--- src/rtl/isp8_io_resp.sv ---
// isp8_io_resp: peripheral-side responder for the isp8 external I/O/memory strobes.
// CPU writes are queued in a small FIFO and replayed on a req/ack peripheral bus.
// A single CPU read waits behind the queued writes and returns its data on ext_din.
module isp8_io_resp #(
    parameter int PORT_AW     = 8,
    parameter int FIFO_DEPTH  = 4,
    parameter int ACK_TIMEOUT = 255
) (
    input  logic               clk,
    input  logic               rst,
    input  logic [PORT_AW-1:0] ext_addr,
    input  logic [7:0]         ext_dout,
    input  logic               ext_io_wr,
    input  logic               ext_io_rd,
    input  logic               ext_mem_wr,
    input  logic               ext_mem_rd,
    output logic [7:0]         ext_din,
    output logic               ext_din_vld,
    output logic               ext_busy,
    output logic               ext_err,
    input  logic               err_clr,
    output logic               p_req,
    output logic               p_we,
    output logic               p_mem,
    output logic [PORT_AW-1:0] p_addr,
    output logic [7:0]         p_wdata,
    input  logic               p_ack,
    input  logic [7:0]         p_rdata
);

    // FIFO entry layout is {mem, addr, data}; the count is one bit wider than the pointers
    // so that a full FIFO can be told apart from an empty one.
    localparam int              PTR_W    = $clog2(FIFO_DEPTH);
    localparam int              ENT_W    = PORT_AW + 9;
    localparam logic [PTR_W:0]  FULL_CNT = (PTR_W + 1)'(FIFO_DEPTH);
    localparam logic [7:0]      TMO_LAST = 8'(ACK_TIMEOUT - 1);

    typedef enum logic [1:0] {
        IDLE   = 2'd0,
        WR_REQ = 2'd1,
        RD_REQ = 2'd2
    } state_t;

    state_t             state;
    state_t             state_next;

    logic [ENT_W-1:0]   fifo_mem [FIFO_DEPTH];
    logic [PTR_W-1:0]   wr_ptr;
    logic [PTR_W-1:0]   rd_ptr;
    logic [PTR_W:0]     count;
    logic               fifo_full;
    logic               fifo_empty;
    logic [ENT_W-1:0]   fifo_head;

    logic               rd_pend;
    logic               rd_pend_mem;
    logic [PORT_AW-1:0] rd_pend_addr;

    logic [7:0]         tmo_cnt;

    logic               wr_any;
    logic               wr_mem;
    logic               rd_any;
    logic               rd_mem;
    logic               space_conflict;
    logic               push;
    logic               wr_drop;
    logic               rd_accept;
    logic               rd_drop;
    logic               err_set;

    logic               pop;
    logic               rd_issue;
    logic               req_end;
    logic               tmo_hit;

    logic               txn_mem;
    logic [PORT_AW-1:0] txn_addr;
    logic [7:0]         txn_wdata;

    assign fifo_full  = (count == FULL_CNT);
    assign fifo_empty = (count == '0);
    assign fifo_head  = fifo_mem[rd_ptr];

    // Decode the CPU strobes: memory space wins a same-direction clash, and every
    // dropped or conflicting strobe (plus a peripheral timeout) raises the error flag.
    always_comb begin
        wr_any         = ext_io_wr | ext_mem_wr;
        wr_mem         = ext_mem_wr;
        rd_any         = ext_io_rd | ext_mem_rd;
        rd_mem         = ext_mem_rd;
        space_conflict = (ext_io_wr & ext_mem_wr) | (ext_io_rd & ext_mem_rd);
        push           = wr_any & (~fifo_full | pop);
        wr_drop        = wr_any & ~push;
        rd_accept      = rd_any & ~rd_pend;
        rd_drop        = rd_any & rd_pend;
        err_set        = wr_drop | rd_drop | space_conflict | tmo_hit;
    end

    // Bridge FSM state register.
    always_ff @(posedge clk) begin
        if (rst) begin
            state <= IDLE;
        end else begin
            state <= state_next;
        end
    end

    // Next-state logic: drain queued writes before a pending read, and finish a
    // request either on p_ack or when the timeout counter reaches its last value.
    always_comb begin
        state_next = state;
        pop        = 1'b0;
        rd_issue   = 1'b0;
        req_end    = 1'b0;
        tmo_hit    = 1'b0;
        case (state)
            IDLE: begin
                if (!fifo_empty) begin
                    pop        = 1'b1;
                    state_next = WR_REQ;
                end else if (rd_pend) begin
                    rd_issue   = 1'b1;
                    state_next = RD_REQ;
                end
            end
            WR_REQ, RD_REQ: begin
                if (p_ack) begin
                    req_end    = 1'b1;
                    state_next = IDLE;
                end else if (tmo_cnt == TMO_LAST) begin
                    req_end    = 1'b1;
                    tmo_hit    = 1'b1;
                    state_next = IDLE;
                end
            end
            default: begin
                state_next = IDLE;
            end
        endcase
    end

    // State-derived outputs: the request is live in either request state, and the
    // CPU sees busy while the FIFO is full or a read has not yet been answered.
    always_comb begin
        p_req    = (state == WR_REQ) || (state == RD_REQ);
        p_we     = (state == WR_REQ);
        ext_busy = fifo_full | rd_pend | (state == RD_REQ);
    end

    // Write FIFO storage; entries need no reset because the count gates their use.
    always_ff @(posedge clk) begin
        if (push) begin
            fifo_mem[wr_ptr] <= {wr_mem, ext_addr, ext_dout};
        end
    end

    // FIFO pointers and occupancy; a push and pop in the same cycle leave the count alone.
    always_ff @(posedge clk) begin
        if (rst) begin
            wr_ptr <= '0;
            rd_ptr <= '0;
            count  <= '0;
        end else begin
            if (push) begin
                wr_ptr <= wr_ptr + 1'b1;
            end
            if (pop) begin
                rd_ptr <= rd_ptr + 1'b1;
            end
            case ({push, pop})
                2'b10:   count <= count + 1'b1;
                2'b01:   count <= count - 1'b1;
                default: count <= count;
            endcase
        end
    end

    // Read-pending slot: holds the single outstanding read until it completes or times out.
    always_ff @(posedge clk) begin
        if (rst) begin
            rd_pend      <= 1'b0;
            rd_pend_mem  <= 1'b0;
            rd_pend_addr <= '0;
        end else begin
            if (rd_accept) begin
                rd_pend      <= 1'b1;
                rd_pend_mem  <= rd_mem;
                rd_pend_addr <= ext_addr;
            end else if ((state == RD_REQ) && req_end) begin
                rd_pend <= 1'b0;
            end
        end
    end

    // Peripheral transaction register, loaded when the FSM launches a request and
    // held unchanged for the whole handshake.
    always_ff @(posedge clk) begin
        if (rst) begin
            txn_mem   <= 1'b0;
            txn_addr  <= '0;
            txn_wdata <= '0;
        end else if (pop) begin
            txn_mem   <= fifo_head[ENT_W-1];
            txn_addr  <= fifo_head[ENT_W-2:8];
            txn_wdata <= fifo_head[7:0];
        end else if (rd_issue) begin
            txn_mem   <= rd_pend_mem;
            txn_addr  <= rd_pend_addr;
            txn_wdata <= '0;
        end
    end

    assign p_mem   = txn_mem;
    assign p_addr  = txn_addr;
    assign p_wdata = txn_wdata;

    // Timeout counter: cleared when a request starts, counts every cycle it waits for p_ack.
    always_ff @(posedge clk) begin
        if (rst) begin
            tmo_cnt <= '0;
        end else if (pop || rd_issue) begin
            tmo_cnt <= '0;
        end else if (((state == WR_REQ) || (state == RD_REQ)) && !p_ack && !tmo_hit) begin
            tmo_cnt <= tmo_cnt + 1'b1;
        end
    end

    // Read return: one-cycle valid after the read finishes; an abandoned read returns 0xFF.
    always_ff @(posedge clk) begin
        if (rst) begin
            ext_din     <= '0;
            ext_din_vld <= 1'b0;
        end else begin
            ext_din_vld <= 1'b0;
            if ((state == RD_REQ) && req_end) begin
                ext_din_vld <= 1'b1;
                ext_din     <= p_ack ? p_rdata : 8'hFF;
            end
        end
    end

    // Sticky error flag; a new error in the same cycle beats a clear request.
    always_ff @(posedge clk) begin
        if (rst) begin
            ext_err <= 1'b0;
        end else if (err_set) begin
            ext_err <= 1'b1;
        end else if (err_clr) begin
            ext_err <= 1'b0;
        end
    end

endmodule

--- config.mk ---
export PLATFORM = sky130hd
export DESIGN_NAME = isp8_io_resp
export DESIGN_NICKNAME = d
export VERILOG_FILES = /design/src/rtl/isp8_io_resp.sv
export SDC_FILE = /design/constraint.sdc
export NUM_CORES = 1
export LEC_CHECK = 0
export BUFFER_PORTS_ARGS = -buffer_cell sky130_fd_sc_hd__buf_2
export CAP_MARGIN = 20
export CORE_ASPECT_RATIO = 1.4
export CORE_MARGIN = 4
export CORE_UTILIZATION = 35
export DETAILED_ROUTE_END_ITERATION = 8
export GPL_ROUTABILITY_DRIVEN = 0
export HOLD_SLACK_MARGIN = 0.06
export PLACE_DENSITY = 0.52
export SLEW_MARGIN = 0
export SYNTH_ARGS = -nofsm -noshare
export SYNTH_HDL_FRONTEND = slang
export SYNTH_SLANG_ARGS = --single-unit
--- constraint.sdc ---
create_clock -name clk -period 2.2 [get_ports clk]
set_input_delay 0.11 -clock clk [delete_from_list [all_inputs] [get_ports clk]]
set_output_delay 0.11 -clock clk [all_outputs]
set_load 0.1 [all_outputs]
==> run summary <==
The run finished with clean final reports. The logs give 17 for the clock buffer count from CTS and 400 ps for the clock latency of the later-clocked register in the worst-skew pair. The commonest cells after synthesis are edfxtp_1 (68), dfxtp_1 (56), nand2_1 (41). After synthesis the cells add up to 4870 um^2. The number of antenna violations at the first check in global routing was 0; the static power due to leakage was 0.00237 uW.

The power density over cell area works out to 1430 nW/um^2. Prevailing post-synth register cell: edfxtp_1. The length in cells of the worst reg-to-reg path came out at 7.

Detailed routing inserted a total of 3,198 vias. The tree built by TritonCTS fans out to 124 sinks. The achievable frequency came out at 509 MHz.

The detailed-route DRC error count is 0. The tools report the number of filler instances in the final layout as 1,263. Hold is met by 82.5 ps. The finished layout holds 653 standard cells, fillers aside.

Dividing the detail-routed via count by the number of cells gives 4.90. The leftover overflow at the end of global routing came out at 0. In the post-synthesis netlist, the biggest area contributors are edfxtp_1 (42%), dfxtp_1 (23%), mux4_2 (7.9%), nand2_1 (3.2%), ha_1 (2.3%). The depth of the critical timing path with buffers and inverters included is 7. In this run the standard cell core region covers 13,500 um^2. In this run the deepest clock path goes through 2 buffers. The number of cell rows came out at 50. Summing internal, switching and leakage power gives 9020 uW. The logs give 56.0% for the headroom to the max-slew limit and 2080 ps for the critical path arrival. Summed over all failing endpoints, the final setup total negative slack is 0 ps. IR analysis of the VDD net gives a maximum drop of 0.859 mV. STA puts the critical path data required time at 2310 ps. In this run the mean area of a mapped cell was 14.0 um^2. For this run, the detailed router's first-pass iteration total came to 4. The width of the die works out to 108 um. Most used standard cell by instance count after synthesis: edfxtp_1. The startpoint identified for the worst register-to-register timing path is state[0]. The worst setup path is captured at a flop. Synthesis handed over a netlist of 349 instances. Transition time at the pin with the least slew margin: 655 ps.

The HPWL after detailed placement was 6980 um. The buffers plus inverters on the worst setup path works out to 3. Setup violations remaining at the end of the flow were counted as 0.

In this run, distinct cell masters in the synthesized netlist total 53. In this design, the largest share of critical-path delay is due to simple AND/OR/NAND/NOR gates. Of all cell types, the one taking the most synthesized area is edfxtp_1. When the netlist entered floorplanning its net count stood at 391. STA classifies the critical path startpoint as a flop.

The tree is rooted in a clkbuf_16. The signal on the critical path passes through inv_1, ha_2, buf_4, nor4b_4, nor2_1, and2_1, buf_12. For the final count of hold timing violations, the log shows 0. The number of diodes is 0. The number of register bits inferred by synthesis is 124. The run gives 3,317 as the via count of the first global-routing pass.

The end of the critical path was fifo_mem[2][12]. In this run the tool buffered the top-level ports with 61 buffer cells. Across every metal layer, demand over resource in global routing totals 14.5%. The first-pass GRT wire length was 17,400 um; the share of cells above drive strength 1 was 29.5%. Total detailed-routing wirelength: 10,700 um.

In this run the remaining antenna-violating nets after routing total 0. The area enclosed by the die boundary came out at 15,900 um^2. The critical path startpoint was state[0]. TritonCTS built the clock tree.

For the pin count of the biggest net entering global routing, the log shows 22. The number of buffers inserted to repair setup after CTS is 0, and the area growth from synthesis to layout is 29.5%. In this run the critical register-to-register path is captured at fifo_mem[2][12].

Count of yosys warnings during synthesis: 0. The critical path is of the reg2reg type. In the synthesized netlist the async set-or-reset flop fraction comes to 0%.

The number of I/O pins was 62. The worst min-delay path class is in2reg. The stage delay of the slowest cell on the critical path is 410 ps. Setup repair after global routing left no endpoint under its margin.

The worst register-to-register path has a setup slack of 240 ps. The H-tree was split into 4 levels. In this run, the number of DRC markers left after iteration 0 of detailed routing was 95. The initial utilization of the core area, before any placement, comes to 36.1%. The floorplan step set the die height to 148 um. The share of synthesized area in the top cell type comes to 41.9%. The slowest stage of the critical path is the and2_1 cell. The worst path needs 1960 ps of the cycle, external delays included. The tool flagged a number of max-cap violations equal to 0. The max-slew violation count is 0, and the sequential element share of the synthesized area is 64.9%. Of the available clock period, the critical path in the final layout requires 89.2%. After detailed routing, the average wire length per cell comes to 16.4 um. On the final layout, the worst clock skew is 7.07 ps. The net count of the finished layout was 500.

In this run, synthesis inferred 68 flip-flops with an integrated enable. The maximum net fanout on the critical path came out at 12. The tools report the post-placement cell count as 595. After clock tree synthesis, the clock-pin slew on the worst setup and hold paths is 60 ps.
-- power breakdown --
group	switching, uW	leakage (uW)	total [uW]	internal (uW)
clock	979	0.000268	2660	1680
sequential	160	0.00109	3010	2860
combinational	2410	0.00101	3350	943
-- cell usage in the layout (no fill, tap or decap), types with 14 or more instances in the layout --
cell           Yosys  routed
dfxtp_1           56      56
buf_2              6      61
dlygate4sd3_1      0      26
nand2_1           41      41
clkbuf_16          0      17
mux4_2            17      17
buf_4              1      16
edfxtp_1          68      68
nor2_1            18      18
a21oi_1           14      14
-- flip-flops by register name, indices dropped and copies added, names as in the netlist, named ones only --
register,cells
p_addr,8
ext_err,1
ext_din,8
rd_pend_addr,8
state,2
p_wdata,8
tmo_cnt,8
rd_pend,1
rd_ptr,2
ext_din_vld,1
count,3
wr_ptr,2
fifo_mem,68
rd_pend_mem,1
p_mem,1
-- per-layer routing --
metal | routed length, um | vias up | global-route usage [%]
met1 | 4640 | 1579 | 17.8
met4 | 81 | 0 | 5.31
met5 | 0 | - | 0
met3 | 408 | 7 | 3.80
met2 | 5560 | 70 | 24.3
li1 | - | 1542 | -
-- kinds of logic after synthesis --
family | share of synthesized area [%]
adders and majority gates | 2.93
muxes | 8.29
xor gates and xnor gates | 1.62
buffers and inverters | 2.49
AOI/OAI and AO/OA | 10.3
DFF | 64.9
and+or+nand+nor | 9.45
-- through the flow --
step / setup slack [ps] / util, % / area (um^2)
after floorplan: 20.1 / - / 4880
after global placement: 114 / 40.5 / 5480
after detailed placement: 64.9 / 40.5 / 5480
after CTS: 51.5 / 46.7 / 6310
after global routing: 53.7 / 46.7 / 6310
final: 237 / 46.7 / 6310
-- final cells by class --
class / instances / area [um^2] / area share [%]
flip-flops and latches: 124 / 3160 / 50.1
clock buffers: 19 / 443 / 7.02
multi-input cells: 198 / 1600 / 25.3
clock inverters: 13 / 126 / 2.00
repair buffers: 104 / 706 / 11.2
well taps: 182 / 228 / 3.61
inverters: 13 / 48.8 / 0.773
-- timing repair --
| action | 4_1_cts | 5_1_grt |
|---|---|---|
| resized for setup | 0 | 1 |
| endpoints found under the hold margin | 85 | 0 |
| hold buffers | 26 | 0 |
| setup endpoints to repair | 0 | 1 |
-- worst min path at each step --
stage                 from              to  slack, ps  cells past startpoint
6_report               rst       rd_ptr[0]         80                      2
5_1_grt                rst       rd_ptr[0]         80                      2
4_1_cts                rst       rd_ptr[0]         70                      2
3_5_place_dp   ext_dout[7]  fifo_mem[0][7]        330                      1
3_3_place_gp   ext_dout[7]  fifo_mem[0][7]        320                      1
2_1_floorplan  ext_dout[0]  fifo_mem[0][0]        210                      0
No activity file was read; power rests on OpenSTA's default activity.
